### src/rtl/noc_client_pkg.sv
// rtl/noc_client_pkg.sv - shared types, LFSR polynomial and packet field helpers for noc_synth_client
package noc_client_pkg;

  typedef enum logic [1:0] {
    MODE_RANDOM    = 2'd0,
    MODE_BITCOMP   = 2'd1,
    MODE_NEIGHBOUR = 2'd2,
    MODE_HOTSPOT   = 2'd3
  } mode_e;

  typedef enum logic [1:0] {
    IDLE  = 2'd0,
    RUN   = 2'd1,
    DRAIN = 2'd2,
    DONE  = 2'd3
  } client_state_e;

  // Right-shifting Galois toggle mask for x^32 + x^22 + x^2 + x + 1
  localparam logic [31:0] LFSR_POLY = 32'h8020_0003;

  function automatic logic [31:0] lfsr_next(input logic [31:0] s);
    return s[0] ? ((s >> 1) ^ LFSR_POLY) : (s >> 1);
  endfunction

  function automatic logic [63:0] field_mask(input int w);
    return (64'd1 << w) - 64'd1;
  endfunction

  // Packet layout is {dest[a_w], src[a_w], seq[d_w-a_w]}
  function automatic logic [31:0] pkt_dest(input logic [63:0] pkt, input int a_w, input int d_w);
    return 32'((pkt >> d_w) & field_mask(a_w));
  endfunction

  function automatic logic [31:0] pkt_src(input logic [63:0] pkt, input int a_w, input int d_w);
    return 32'((pkt >> (d_w - a_w)) & field_mask(a_w));
  endfunction

  function automatic logic [31:0] pkt_seq(input logic [63:0] pkt, input int a_w, input int d_w);
    return 32'(pkt & field_mask(d_w - a_w));
  endfunction

endpackage

### src/rtl/noc_synth_client_fifo.sv
// rtl/noc_synth_client_fifo.sv - noc_vc_fifo: small synchronous show-ahead FIFO for one receive VC
module noc_vc_fifo #(
  parameter int DEPTH = 3,
  parameter int W     = 8
) (
  input  logic         clk,
  input  logic         rst,
  input  logic         wr_en_i,
  input  logic [W-1:0] wr_data_i,
  input  logic         rd_en_i,
  output logic [W-1:0] rd_data_o,
  output logic         full_o,
  output logic         empty_o
);

  localparam int PW = (DEPTH > 1) ? $clog2(DEPTH) : 1;
  localparam int CW = $clog2(DEPTH + 1);

  logic [W-1:0]  mem_q [DEPTH];
  logic [PW-1:0] wr_ptr_q, rd_ptr_q;
  logic [CW-1:0] count_q;
  logic          do_rd, do_wr;

  function automatic logic [PW-1:0] ptr_inc(input logic [PW-1:0] p);
    return (p == PW'(DEPTH - 1)) ? '0 : p + PW'(1);
  endfunction

  assign full_o    = (count_q == CW'(DEPTH));
  assign empty_o   = (count_q == '0);
  assign rd_data_o = mem_q[rd_ptr_q];
  assign do_rd     = rd_en_i && !empty_o;
  // A pop in the same cycle frees the slot, so a write into a full FIFO still lands
  assign do_wr     = wr_en_i && (!full_o || do_rd);

  // Pointer and occupancy bookkeeping
  always_ff @(posedge clk) begin
    if (!rst) begin
      wr_ptr_q <= '0;
      rd_ptr_q <= '0;
      count_q  <= '0;
    end else begin
      if (do_wr) wr_ptr_q <= ptr_inc(wr_ptr_q);
      if (do_rd) rd_ptr_q <= ptr_inc(rd_ptr_q);
      if (do_wr && !do_rd)      count_q <= count_q + CW'(1);
      else if (!do_wr && do_rd) count_q <= count_q - CW'(1);
    end
  end

  // Storage array, no reset needed since occupancy gates every read
  always_ff @(posedge clk) begin
    if (do_wr) mem_q[wr_ptr_q] <= wr_data_i;
  end

endmodule

### src/rtl/noc_synth_client.sv
// rtl/noc_synth_client.sv - synthetic traffic NoC endpoint; optional checker under NOC_CLIENT_CHECK_EN
module noc_synth_client
  import noc_client_pkg::*;
#(
  parameter int N             = 4,
  parameter int A_W           = 3,
  parameter int D_W           = 32,
  parameter int VC_W          = 4,
  parameter int VC_FIFO_DEPTH = 4,
  parameter int POSX          = 0,
  parameter int HOTSPOT       = 0,
  parameter int LIMIT_W       = 16
) (
  input  logic               clk,
  input  logic               rst,
  input  logic [1:0]         mode,
  input  logic [6:0]         rate,
  input  logic [6:0]         bp_rate,
  input  logic [LIMIT_W-1:0] synthetic_limit,
  output logic [VC_W-1:0]    tx_vc_target,
  output logic [A_W+D_W-1:0] tx_packet,
  input  logic [VC_W-1:0]    tx_credit_gnt,
  input  logic [VC_W-1:0]    rx_vc_target,
  input  logic [A_W+D_W-1:0] rx_packet,
  output logic [VC_W-1:0]    rx_credit_gnt,
  output logic [LIMIT_W-1:0] sent_count,
  output logic [LIMIT_W-1:0] recv_count,
  output logic               done,
  output logic               err
);

  localparam int P_W    = A_W + D_W;
  localparam int SEQ_W  = D_W - A_W;
  localparam int CRED_W = $clog2(VC_FIFO_DEPTH);
  localparam int VCI_W  = (VC_W > 1) ? $clog2(VC_W) : 1;
  localparam logic [CRED_W-1:0] CRED_MAX = CRED_W'(VC_FIFO_DEPTH - 1);
  localparam logic [31:0] INJ_SEED = (32'hACE1_3579 ^ (32'(POSX) * 32'h9E37_79B9)) | 32'h1;
  localparam logic [31:0] BP_SEED  = (32'h5EED_B00F ^ (32'(POSX) * 32'h85EB_CA6B)) | 32'h1;
  localparam logic [A_W-1:0] SELF    = A_W'(POSX);
  localparam logic [A_W-1:0] NEIGH   = A_W'((POSX + 1) % N);
  localparam logic [A_W-1:0] BITCOMP = A_W'(~POSX & (N - 1));
  localparam logic [A_W-1:0] HOT     = A_W'(HOTSPOT);

  client_state_e state_q, state_d;
  logic [31:0]              lfsr_q, bp_lfsr_q;
  logic [CRED_W-1:0]        cred_q [VC_W];
  logic [VCI_W-1:0]         last_tx_q, last_rx_q;
  logic [VC_W-1:0]          tx_vc_q, gnt_q;
  logic [P_W-1:0]           tx_pkt_q;
  logic [LIMIT_W-1:0]       sent_q, recv_q;
  logic                     done_q;

  logic [VC_W-1:0]          has_cred, cred_full, fifo_full, fifo_empty, inj, pop, wr_en;
  logic [VC_W-1:0][P_W-1:0] rd_data;
  logic [VCI_W-1:0]         tx_sel, rx_sel;
  logic                     tx_found, rx_found, rate_hit, stall, fire, pop_any, quiet;
  logic [A_W-1:0]           rnd, dest_raw, dest;

  // Per-VC credit and FIFO status vectors
  always_comb begin
    has_cred  = '0;
    cred_full = '0;
    for (int v = 0; v < VC_W; v++) begin
      has_cred[v]  = (cred_q[v] != '0);
      cred_full[v] = (cred_q[v] == CRED_MAX);
    end
  end

  // Round-robin VC choice for injection, starting after the last used VC
  always_comb begin
    tx_found = 1'b0;
    tx_sel   = '0;
    for (int k = 1; k <= VC_W; k++) begin
      if (!tx_found && has_cred[(int'(last_tx_q) + k) % VC_W]) begin
        tx_found = 1'b1;
        tx_sel   = VCI_W'((int'(last_tx_q) + k) % VC_W);
      end
    end
  end

  // Round-robin choice of the non-empty receive FIFO to drain
  always_comb begin
    rx_found = 1'b0;
    rx_sel   = '0;
    for (int k = 1; k <= VC_W; k++) begin
      if (!rx_found && !fifo_empty[(int'(last_rx_q) + k) % VC_W]) begin
        rx_found = 1'b1;
        rx_sel   = VCI_W'((int'(last_rx_q) + k) % VC_W);
      end
    end
  end

  // A rate of 100 or more means every cycle, which mod-128 sampling alone cannot reach
  assign rate_hit = (rate >= 7'd100) || (lfsr_q[6:0] < rate);
  assign stall    = (bp_rate >= 7'd100) || (bp_lfsr_q[6:0] < bp_rate);
  assign fire     = (state_q == RUN) && rate_hit && tx_found && (sent_q != synthetic_limit);
  assign inj      = fire ? (VC_W'(1) << tx_sel) : '0;
  assign pop_any  = rx_found && !stall;
  assign pop      = pop_any ? (VC_W'(1) << rx_sel) : '0;
  assign wr_en    = rx_vc_target & (~fifo_full | pop);
  assign quiet    = (&cred_full) && (&fifo_empty);

  // Destination selection; the MSB is the switch-level bit and stays 0 for leaves
  always_comb begin
    rnd            = '0;
    rnd[A_W-2:0]   = lfsr_q[A_W-2:0];
    dest_raw       = HOT;
    case (mode)
      MODE_RANDOM:    dest_raw = (rnd == SELF) ? NEIGH : rnd;
      MODE_BITCOMP:   dest_raw = BITCOMP;
      MODE_NEIGHBOUR: dest_raw = NEIGH;
      default:        dest_raw = HOT;
    endcase
    dest = {1'b0, dest_raw[A_W-2:0]};
  end

  // Injection FSM next state
  always_comb begin
    state_d = state_q;
    case (state_q)
      IDLE:    state_d = (synthetic_limit == '0) ? DRAIN : RUN;
      RUN:     if (sent_q == synthetic_limit) state_d = DRAIN;
      DRAIN:   if (quiet) state_d = DONE;
      default: state_d = DONE;
    endcase
  end

  // Credit counters: inject takes one, gnt returns one, a gnt at full saturates
  always_ff @(posedge clk) begin
    for (int v = 0; v < VC_W; v++) begin
      if (!rst)                                     cred_q[v] <= CRED_MAX;
      else if (inj[v] && !tx_credit_gnt[v])         cred_q[v] <= cred_q[v] - CRED_W'(1);
      else if (!inj[v] && tx_credit_gnt[v] && !cred_full[v])
                                                    cred_q[v] <= cred_q[v] + CRED_W'(1);
    end
  end

  // FSM, LFSRs, registered tx/credit outputs and packet counters
  always_ff @(posedge clk) begin
    if (!rst) begin
      state_q   <= IDLE;
      lfsr_q    <= INJ_SEED;
      bp_lfsr_q <= BP_SEED;
      last_tx_q <= VCI_W'(VC_W - 1);
      last_rx_q <= VCI_W'(VC_W - 1);
      tx_vc_q   <= '0;
      tx_pkt_q  <= '0;
      gnt_q     <= '0;
      sent_q    <= '0;
      recv_q    <= '0;
      done_q    <= 1'b0;
    end else begin
      state_q   <= state_d;
      lfsr_q    <= lfsr_next(lfsr_q);
      bp_lfsr_q <= lfsr_next(bp_lfsr_q);
      tx_vc_q   <= inj;
      tx_pkt_q  <= fire ? {dest, SELF, SEQ_W'(sent_q)} : '0;
      gnt_q     <= pop;
      done_q    <= (state_d == DONE);
      if (fire) begin
        sent_q    <= sent_q + LIMIT_W'(1);
        last_tx_q <= tx_sel;
      end
      if (pop_any) begin
        recv_q    <= recv_q + LIMIT_W'(1);
        last_rx_q <= rx_sel;
      end
    end
  end

  for (genvar v = 0; v < VC_W; v++) begin : g_fifo
    noc_vc_fifo #(
      .DEPTH(VC_FIFO_DEPTH - 1),
      .W    (P_W)
    ) u_fifo (
      .clk      (clk),
      .rst      (rst),
      .wr_en_i  (wr_en[v]),
      .wr_data_i(rx_packet),
      .rd_en_i  (pop[v]),
      .rd_data_o(rd_data[v]),
      .full_o   (fifo_full[v]),
      .empty_o  (fifo_empty[v])
    );
  end

`ifdef NOC_CLIENT_CHECK_EN
  localparam int SRC_IW = $clog2(N);

  logic [SEQ_W-1:0]  last_seq_q [N][VC_W];
  logic [VC_W-1:0]   seq_vld_q [N];
  logic              err_q;
  logic [P_W-1:0]    chk_pkt;
  logic [A_W-1:0]    chk_dst, chk_src;
  logic [SEQ_W-1:0]  chk_seq, chk_diff;
  logic [SRC_IW-1:0] chk_si;
  logic              src_ok, hdr_bad, seq_bad, cred_ovf, rx_ovf;

  // Decode the flit being drained and flag header, ordering and overflow faults
  always_comb begin
    chk_pkt  = rd_data[rx_sel];
    chk_dst  = A_W'(pkt_dest(64'(chk_pkt), A_W, D_W));
    chk_src  = A_W'(pkt_src(64'(chk_pkt), A_W, D_W));
    chk_seq  = SEQ_W'(pkt_seq(64'(chk_pkt), A_W, D_W));
    chk_si   = chk_src[SRC_IW-1:0];
    src_ok   = (chk_src < A_W'(N)) && (chk_src != SELF);
    chk_diff = chk_seq - last_seq_q[chk_si][rx_sel];
    hdr_bad  = pop_any && ((chk_dst != SELF) || !src_ok);
    // Seq must advance by less than half the seq space to count as newer
    seq_bad  = pop_any && src_ok && seq_vld_q[chk_si][rx_sel] &&
               ((chk_diff == '0) || chk_diff[SEQ_W-1]);
    cred_ovf = |(tx_credit_gnt & ~inj & cred_full);
    rx_ovf   = |(rx_vc_target & fifo_full & ~pop);
  end

  // Sticky error flag and per-(src,VC) seq-seen flags
  always_ff @(posedge clk) begin
    if (!rst) begin
      err_q <= 1'b0;
      for (int s = 0; s < N; s++) seq_vld_q[s] <= '0;
    end else begin
      err_q <= err_q | hdr_bad | seq_bad | cred_ovf | rx_ovf;
      if (pop_any && src_ok) seq_vld_q[chk_si][rx_sel] <= 1'b1;
    end
  end

  // Last accepted seq per (src,VC); only meaningful once its valid flag is set
  always_ff @(posedge clk) begin
    if (pop_any && src_ok) last_seq_q[chk_si][rx_sel] <= chk_seq;
  end

  assign err = err_q;
`else
  logic rx_data_unused;
  assign rx_data_unused = ^rd_data;
  assign err = 1'b0;
`endif

  assign tx_vc_target  = tx_vc_q;
  assign tx_packet     = tx_pkt_q;
  assign rx_credit_gnt = gnt_q;
  assign sent_count    = sent_q;
  assign recv_count    = recv_q;
  assign done          = done_q;

endmodule

### config.mk
export PLATFORM = sky130hd
export DESIGN_NAME = noc_synth_client
export DESIGN_NICKNAME = d
export VERILOG_FILES = /design/src/rtl/noc_client_pkg.sv /design/src/rtl/noc_synth_client_fifo.sv /design/src/rtl/noc_synth_client.sv
export SDC_FILE = /design/constraint.sdc
export NUM_CORES = 1
export LEC_CHECK = 0
export ABC_CLOCK_PERIOD_IN_PS = 5460
export CAP_MARGIN = 10
export CORE_ASPECT_RATIO = 0.7
export CORE_MARGIN = 2
export CORE_UTILIZATION = 54
export DETAILED_ROUTE_END_ITERATION = 8
export PLACE_DENSITY = 0.83
export SYNTH_ARGS = -nofsm -noshare
export SYNTH_HDL_FRONTEND = slang
export SYNTH_SLANG_ARGS = --single-unit
### constraint.sdc
create_clock -name clk -period 5.46 [get_ports clk]
set_clock_uncertainty 0.2 [all_clocks]
set_input_delay 0.546 -clock clk [delete_from_list [all_inputs] [get_ports clk]]
set_output_delay 0.546 -clock clk [all_outputs]
set_load 0.01 [all_outputs]
; After elaboration in Yosys (flattened, before gate mapping)
; Memories as Yosys holds them, arrays and structs flattened.
; Index checks and enable logic that the tools add are counted.
[op_classes]
addsub = 26
magnitude_cmp = 12
n_eq_ne = 15
shift = 2
n_mux = 95
bitwise = 21
n_reduce_logical = 110
[op_table]
columns = operator, n
row1 = 2-to-1 mux 2 bit, 28
row2 = 2-to-1 mux 1 bit, 53
row3 = logical AND 1 bit, 39
row4 = zero test 1 bit, 37
row5 = adder 16 x 1 -> 16 bit (second input constant), 2
row6 = less-than comparator 3 x 4 -> 1 bit (second input constant), 8
row7 = 2-to-1 mux 32 bit, 1
row8 = adder 2 x 1 -> 2 bit (second input constant), 12
row9 = equality test 2 bit (second input constant), 11
row10 = 2-to-1 mux 22 bit, 1
row11 = binary-select mux 1 bit (select 2 bit), 8
row12 = equality test 16 bit, 1
row13 = zero test 16 bit, 1
row14 = != test 16 bit, 1
row15 = nonzero test 2 bit, 8
row16 = OR reduction 2 bit, 8
row17 = subtractor 2 x 1 -> 2 bit (second input constant), 8
row18 = greater-or-equal comparator 7 bit (second input constant), 2
row19 = zero test 2 bit, 7
row20 = less-than comparator 7 bit, 2
row21 = case mux 2 bit (3 select lines), 2
row22 = adder 2 bit (second input constant), 4
row23 = AND 1 bit (first input constant), 8
row24 = 2-to-1 mux 4 bit, 2
row25 = other kinds (10), 27
[totals]
reg_bits = 154
mem_bits_rw = 8
in_bits = 77
output_inout_bits = 77
elab_cells = 299
n_memories = 1
[mem_list]
columns = name, depth, word_bits, rd, rd_clocked_by_memory_dff, wr, line
row1 = cred_q, 4, 2, 4, 0, 4, noc_synth_client.sv:46  ; logic [CRED_W-1:0] cred_q [VC_W];

; Depth between registers and ports, before layout
[logic_depth]
depth_word = 27
ltp_mapped = 12
depth_no_buf = 11

; Modules after synthesis
; From an unflattened synthesis, not the netlist that was laid out.
[hier_totals]
cells_unflattened = 1663
hier_area_um2 = 22909.5
[by_module_without_submodules]
columns = mod, n_inst, cells_per_inst, area_per_inst_um2, seq_area_each_um2
row1 = noc_vc_fifo, 4, 259, 4220.3, 3313.2
row2 = noc_synth_client, 1, 627, 6028.3, 2822.7

; Worst setup path before layout
; No wires, ideal clock.
[synth_timing]
kind = input to register
startpoint = input port rate[5]
endpoint = memory cred_q[3][0] (netlist name), enable pin
setup_ns = 0.249
arrival_ns = 2.480
required_ns = 5.011
slack_ns = 2.532
cell_stages = 8
path_buffers = 0
cell_sequence = inv_1 -> ha_1 -> a21o_1 -> a221o_1 -> a31o_1 -> a211oi_4 -> nand3_2 -> mux2_4
[synth_lines]
columns = item, line
row1 = start: declaration, noc_synth_client.sv:17  ; input logic [6:0] rate,
row2 = end: declaration, noc_synth_client.sv:46

; Worst setup path in the final report
[layout_timing]
startpoint = input port rate[5]
endpoint = register sent_q[10] (netlist: sent_count[10])
[layout_between]
elab_chain_cells = 5
elab_cells_between_ends = 6
classes_between = order compare (2) / reduce/logical (4)
[layout_lines]
columns = item, line
row1 = greater-or-equal comparator 7 bit / less-than comparator 7 bit (equally long branches), noc_synth_client.sv:94  ; assign rate_hit = (rate >= 7'd100) || (lfsr_q[6:0] < rate);
row2 = logical OR 1 bit *, noc_synth_client.sv:94
row3 = logical AND 1 bit * (3 in series), noc_synth_client.sv:96  ; assign fire = (state_q == RUN) && rate_hit && tx_found && (sent_q != synthetic_limit);
row4 = end signal: assignment, noc_synth_client.sv:161  ; sent_q <= sent_q + LIMIT_W'(1);
row5 = end: declaration, noc_synth_client.sv:50  ; logic [LIMIT_W-1:0] sent_q, recv_q;
; Every way passes the cells marked *; elsewhere a longest branch is shown, timed or not.
; A chain may end at the register's enable or synchronous reset.

==> flow_results.xml <==
<?xml version="1.0" encoding="UTF-8"?>
<metrics>
  <group name="yosys">
    <metric name="synth.avg_cell_area" unit="um2">9.555</metric>
    <metric name="yosysMostFrequentCell" unit="">dfxtp_1</metric>
    <metric name="synthesis.area" unit="um2">6469</metric>
    <metric name="post-synth-top-area-cell" unit="">dfxtp_1</metric>
    <metric name="cell_count_after_synthesis" unit="">677</metric>
    <metric name="ys.flop_type" unit="">dfxtp_1</metric>
    <metric name="ys_seq_area_share" unit="%">46.11</metric>
    <metric name="postSynth.asyncResetShare" unit="%">0</metric>
    <metric name="post_synth_main_area_contributors" unit="">dfxtp_1 (42%), ha_1 (5.4%), nand2b_1 (4.8%)</metric>
    <metric name="synth.ff_latch_count" unit="">145</metric>
    <metric name="post_synth_most_frequent_cells" unit="">dfxtp_1 (137), nand2b_1 (50), and3_1 (39), nand2_1 (36)</metric>
    <metric name="synth_enable_flop_cells" unit="">8</metric>
    <metric name="ys_warn_count" unit="">0</metric>
    <metric name="yosys.area.top_type_share" unit="%">42.40</metric>
    <metric name="synth_cell_types" unit="">62</metric>
  </group>
  <group name="finish">
    <metric name="fin_area" unit="um2">8110</metric>
    <metric name="nNetsFinal" unit="">868</metric>
    <metric name="antenna_cells_inserted" unit="">0</metric>
    <metric name="final.fill_count" unit="">871</metric>
    <metric name="layout.core_utilization" unit="%">69.41</metric>
    <metric name="post_route_cells_drive_above_1_share" unit="%">6.194</metric>
    <metric name="sequential_cell_area" unit="um2">2983</metric>
    <metric name="multi_input_comb_area" unit="um2">3118</metric>
    <metric name="area_growth_from_synthesis_to_final_layout" unit="%">25.38</metric>
  </group>
  <group name="global_route">
    <metric name="antenna_found_initial" unit="">0</metric>
    <metric name="grt_start_max_net_pins" unit="">91</metric>
    <metric name="first_global_vias" unit="">4913</metric>
    <metric name="grt_overflow_total" unit="">0</metric>
    <metric name="track_usage" unit="%">22.57</metric>
    <metric name="grt_first_pass_wirelength" unit="mm">22.96</metric>
  </group>
  <group name="clock_network">
    <metric name="cts_setup_buffers" unit="">0</metric>
    <metric name="cts_buffers" unit="">17</metric>
    <metric name="cts.reportedPaths.clkPinSlew" unit="ns">0.06</metric>
    <metric name="root_buffer" unit="">clkbuf_16</metric>
    <metric name="insertion_delay" unit="ns">0.41</metric>
    <metric name="tritoncts_clock_tree" unit="">yes</metric>
    <metric name="htree_levels" unit="">4</metric>
    <metric name="ctsLongestPathBuffers" unit="">2</metric>
    <metric name="cts_hold_buffers_added" unit="">0</metric>
    <metric name="cts.repair.resized" unit="">0</metric>
    <metric name="cts_num_sinks" unit="">145</metric>
  </group>
  <group name="sta">
    <metric name="fin_crit_sh" unit="%">65.06</metric>
    <metric name="timing_worst_slew_pin_value" unit="ns">1.033</metric>
    <metric name="slew-limit-headroom" unit="%">30.24</metric>
    <metric name="worst_case_setup_margin_in_the_final_layout" unit="ns">1.908</metric>
    <metric name="timing_max_transition_violations_final" unit="">0</metric>
    <metric name="finalHoldViolations" unit="">0</metric>
    <metric name="final.setup.tns" unit="ns">0</metric>
    <metric name="setup_viol_count_final" unit="">0</metric>
    <metric name="final_period_minus_worst_setup_slack" unit="ns">3.552</metric>
    <metric name="max_freq" unit="MHz">281.5</metric>
    <metric name="rsz_0062_raised_after_global_routing" unit="">no</metric>
  </group>
  <group name="worst_hold_path">
    <metric name="hp-start" unit="">bp_lfsr_q[23]$_SDFF_PN1_</metric>
    <metric name="worst_hold_path.endpoint" unit="">bp_lfsr_q[22]$_SDFF_PN1_</metric>
    <metric name="hold-path-cell-count" unit="">1</metric>
    <metric name="class_of_the_tightest_hold_or_removal_check" unit="">reg2reg</metric>
  </group>
  <group name="route">
    <metric name="viasPerCell" unit="">5.595</metric>
    <metric name="ant_nets" unit="">0</metric>
    <metric name="detail_route.drc_violations" unit="">0</metric>
    <metric name="drt_pre_antenna_iters" unit="">5</metric>
    <metric name="drt-wirelength-per-cell" unit="um">15.53</metric>
    <metric name="via_count" unit="">5215</metric>
    <metric name="drt-initial-drc-count" unit="">299</metric>
    <metric name="postRouteWirelength" unit="mm">14.48</metric>
  </group>
  <group name="floorplan">
    <metric name="fp.dieArea" unit="um2">12880</metric>
    <metric name="initial_core_util" unit="%">55.36</metric>
    <metric name="num_rows" unit="">33</metric>
    <metric name="ioPinCount" unit="">154</metric>
    <metric name="placeable_core_region" unit="um2">11690</metric>
    <metric name="floorplan.die.width" unit="um">134.8</metric>
    <metric name="die_h" unit="um">95.57</metric>
  </group>
  <group name="critical_path">
    <metric name="cp-start-kind" unit="">primary input</metric>
    <metric name="cp_num_buf_inv" unit="">3</metric>
    <metric name="crit_chain" unit="">clkdlybuf4s50_1 -&gt; inv_1 -&gt; ha_1 -&gt; a21o_1 -&gt; a221o_1 -&gt; a31o_1 -&gt; a211oi_4 -&gt; buf_4 -&gt; and4_1 -&gt; mux2i_1</metric>
    <metric name="critical-path-max-stage-delay" unit="ns">0.61</metric>
    <metric name="r2r_depth" unit="">8</metric>
    <metric name="crit_family" unit="">compound AO/OA/AOI/OAI gates</metric>
    <metric name="worst-endpoint-required" unit="ns">5.60</metric>
    <metric name="timing.critical_path.fanout_max" unit="">33</metric>
    <metric name="reg2reg_from" unit="">lfsr_q[5]$_SDFF_PN1_</metric>
    <metric name="end_kind" unit="">register</metric>
    <metric name="critical_path.reg2reg.endpoint" unit="">sent_count[10]$_SDFFE_PN0P_</metric>
    <metric name="ff2ff_setup_slack" unit="ns">2.26</metric>
    <metric name="arrival" unit="ns">3.69</metric>
    <metric name="slowest_stage" unit="">a211oi_4</metric>
    <metric name="critical_path_class" unit="">in2reg</metric>
  </group>
  <group name="placed_design">
    <metric name="postPlaceCellArea" unit="um2">7450</metric>
    <metric name="placed_wire_length_estimate" unit="mm">9.997</metric>
    <metric name="io_buffer_count" unit="">100</metric>
    <metric name="place.gp.congestion" unit="">0.8510</metric>
    <metric name="post-place-ws" unit="ns">1.508</metric>
  </group>
  <group name="power">
    <metric name="fin_total_pwr" unit="mW">2.745</metric>
    <metric name="p_leak" unit="nW">3.419</metric>
    <metric name="pd_cells" unit="nW/um2">338.4</metric>
    <metric name="ir_drop" unit="V">0.0002832</metric>
  </group>
  <group name="outcome">
    <metric name="status" unit="">complete, no violations</metric>
  </group>
  <group name="run">
    <metric name="drv.max_cap_violation_count" unit="">0</metric>
  </group>
</metrics>
==> sequential cells by signal, indices dropped and copies added (netlist names) <==
register,count
last_tx_q,2
lfsr_q,32
tx_vc_target,4
done,1
g_fifo.u_fifo.count_q,8
cred_q,8
last_rx_q,2
bp_lfsr_q,32
state_q,2
recv_count,16
rx_credit_gnt,4
sent_count,16
tx_packet,18
==> metrics by stage <==
| stage | hold slack, ns | std cells |
|---|---|---|
| floorplan | 0.1863 | 694 |
| global placement | 0.1888 | 901 |
| detailed placement | 0.1909 | 901 |
| CTS | 0.2038 | 932 |
| global route | 0.2161 | 932 |
| finish | 0.2037 | 932 |
==> power breakdown <==
| part | internal [mW] | switching (mW) |
|---|---|---|
| sequential | 1.12 | 0.0397 |
| clock | 0.857 | 0.422 |
| combinational | 0.136 | 0.169 |
==> cell usage in the layout (no fill, tap or decap), types with 3 or more instances in the layout <==
cell type	count
a21oi_1	21
or4_1	6
ha_1	28
xnor2_1	23
o31ai_1	6
nand4_1	10
edfxtp_1	8
and3_1	39
a211oi_1	3
o311ai_0	10
nand2_2	3
nand2b_1	50
xor2_1	8
nor3_1	7
nor4_1	9
mux2i_1	19
inv_1	35
nand2_1	36
and4_1	3
bufinv_16	5
o41ai_1	8
or3_1	7
buf_4	4
a211o_1	3
conb_1	18
nor2_1	29
clkbuf_16	18
a21o_1	3
dfxtp_1	137
nand3_1	22
clkdlybuf4s50_1	99
clkinv_2	4
and2_1	35
a31oi_1	6
o21ai_0	15
==> worst max-delay path by stage <==
stage               depth (start not counted)                          end  slack (ns)     from
floorplan                                   8       cred_q[3][0]$_DFFE_PP_        2.53  rate[5]
global placement                           10  sent_count[10]$_SDFFE_PN0P_        1.69  rate[5]
detailed placement                         10  sent_count[10]$_SDFFE_PN0P_        1.51  rate[5]
CTS                                        10  sent_count[10]$_SDFFE_PN0P_        1.93  rate[5]
global route                               10  sent_count[10]$_SDFFE_PN0P_        1.75  rate[5]
finish                                     10  sent_count[10]$_SDFFE_PN0P_        1.91  rate[5]
==> worst reg2reg max path, cell delays in order (launching register included) <==
cell and delay [ns]:
dfxtp_1 0.32, ha_1 0.29, a21o_1 0.19, a221o_1 0.37
a31o_1 0.27, a211oi_4 0.61, buf_4 0.43, and4_1 0.27
mux2i_1 0.19
==> metal layers <==
layer	GRT usage [%]	vias up	wire (um)	share of wire, %
met5	0	-	0	0
met1	26.29	2502	6081	42
met2	40.78	188	7146	49
met3	4.413	21	1018	7.0
li1	-	2504	-	-
met4	9.912	0	229	1.6
==> final cells by class <==
class	instances	share of cell area, %
Multi-Input combinational cell	461	38.44
Inverter	35	1.620
Timing Repair Buffer	103	12.59
Tap cell	157	2.422
Sequential cell	145	36.78
Clock buffer	21	5.940
Clock inverter	10	2.206
==> kinds of logic after synthesis <==
group,count (synthesis),synth area share [%]
simple gates,265,23.15
xor+xnor,31,4.197
buf+inv,88,6.673
fa+ha+maj,28,5.416
compound gates,96,10.70
other cells,1,0.05797
mux,23,3.694
flops,145,46.11
Power figures use the tool's default switching activity.
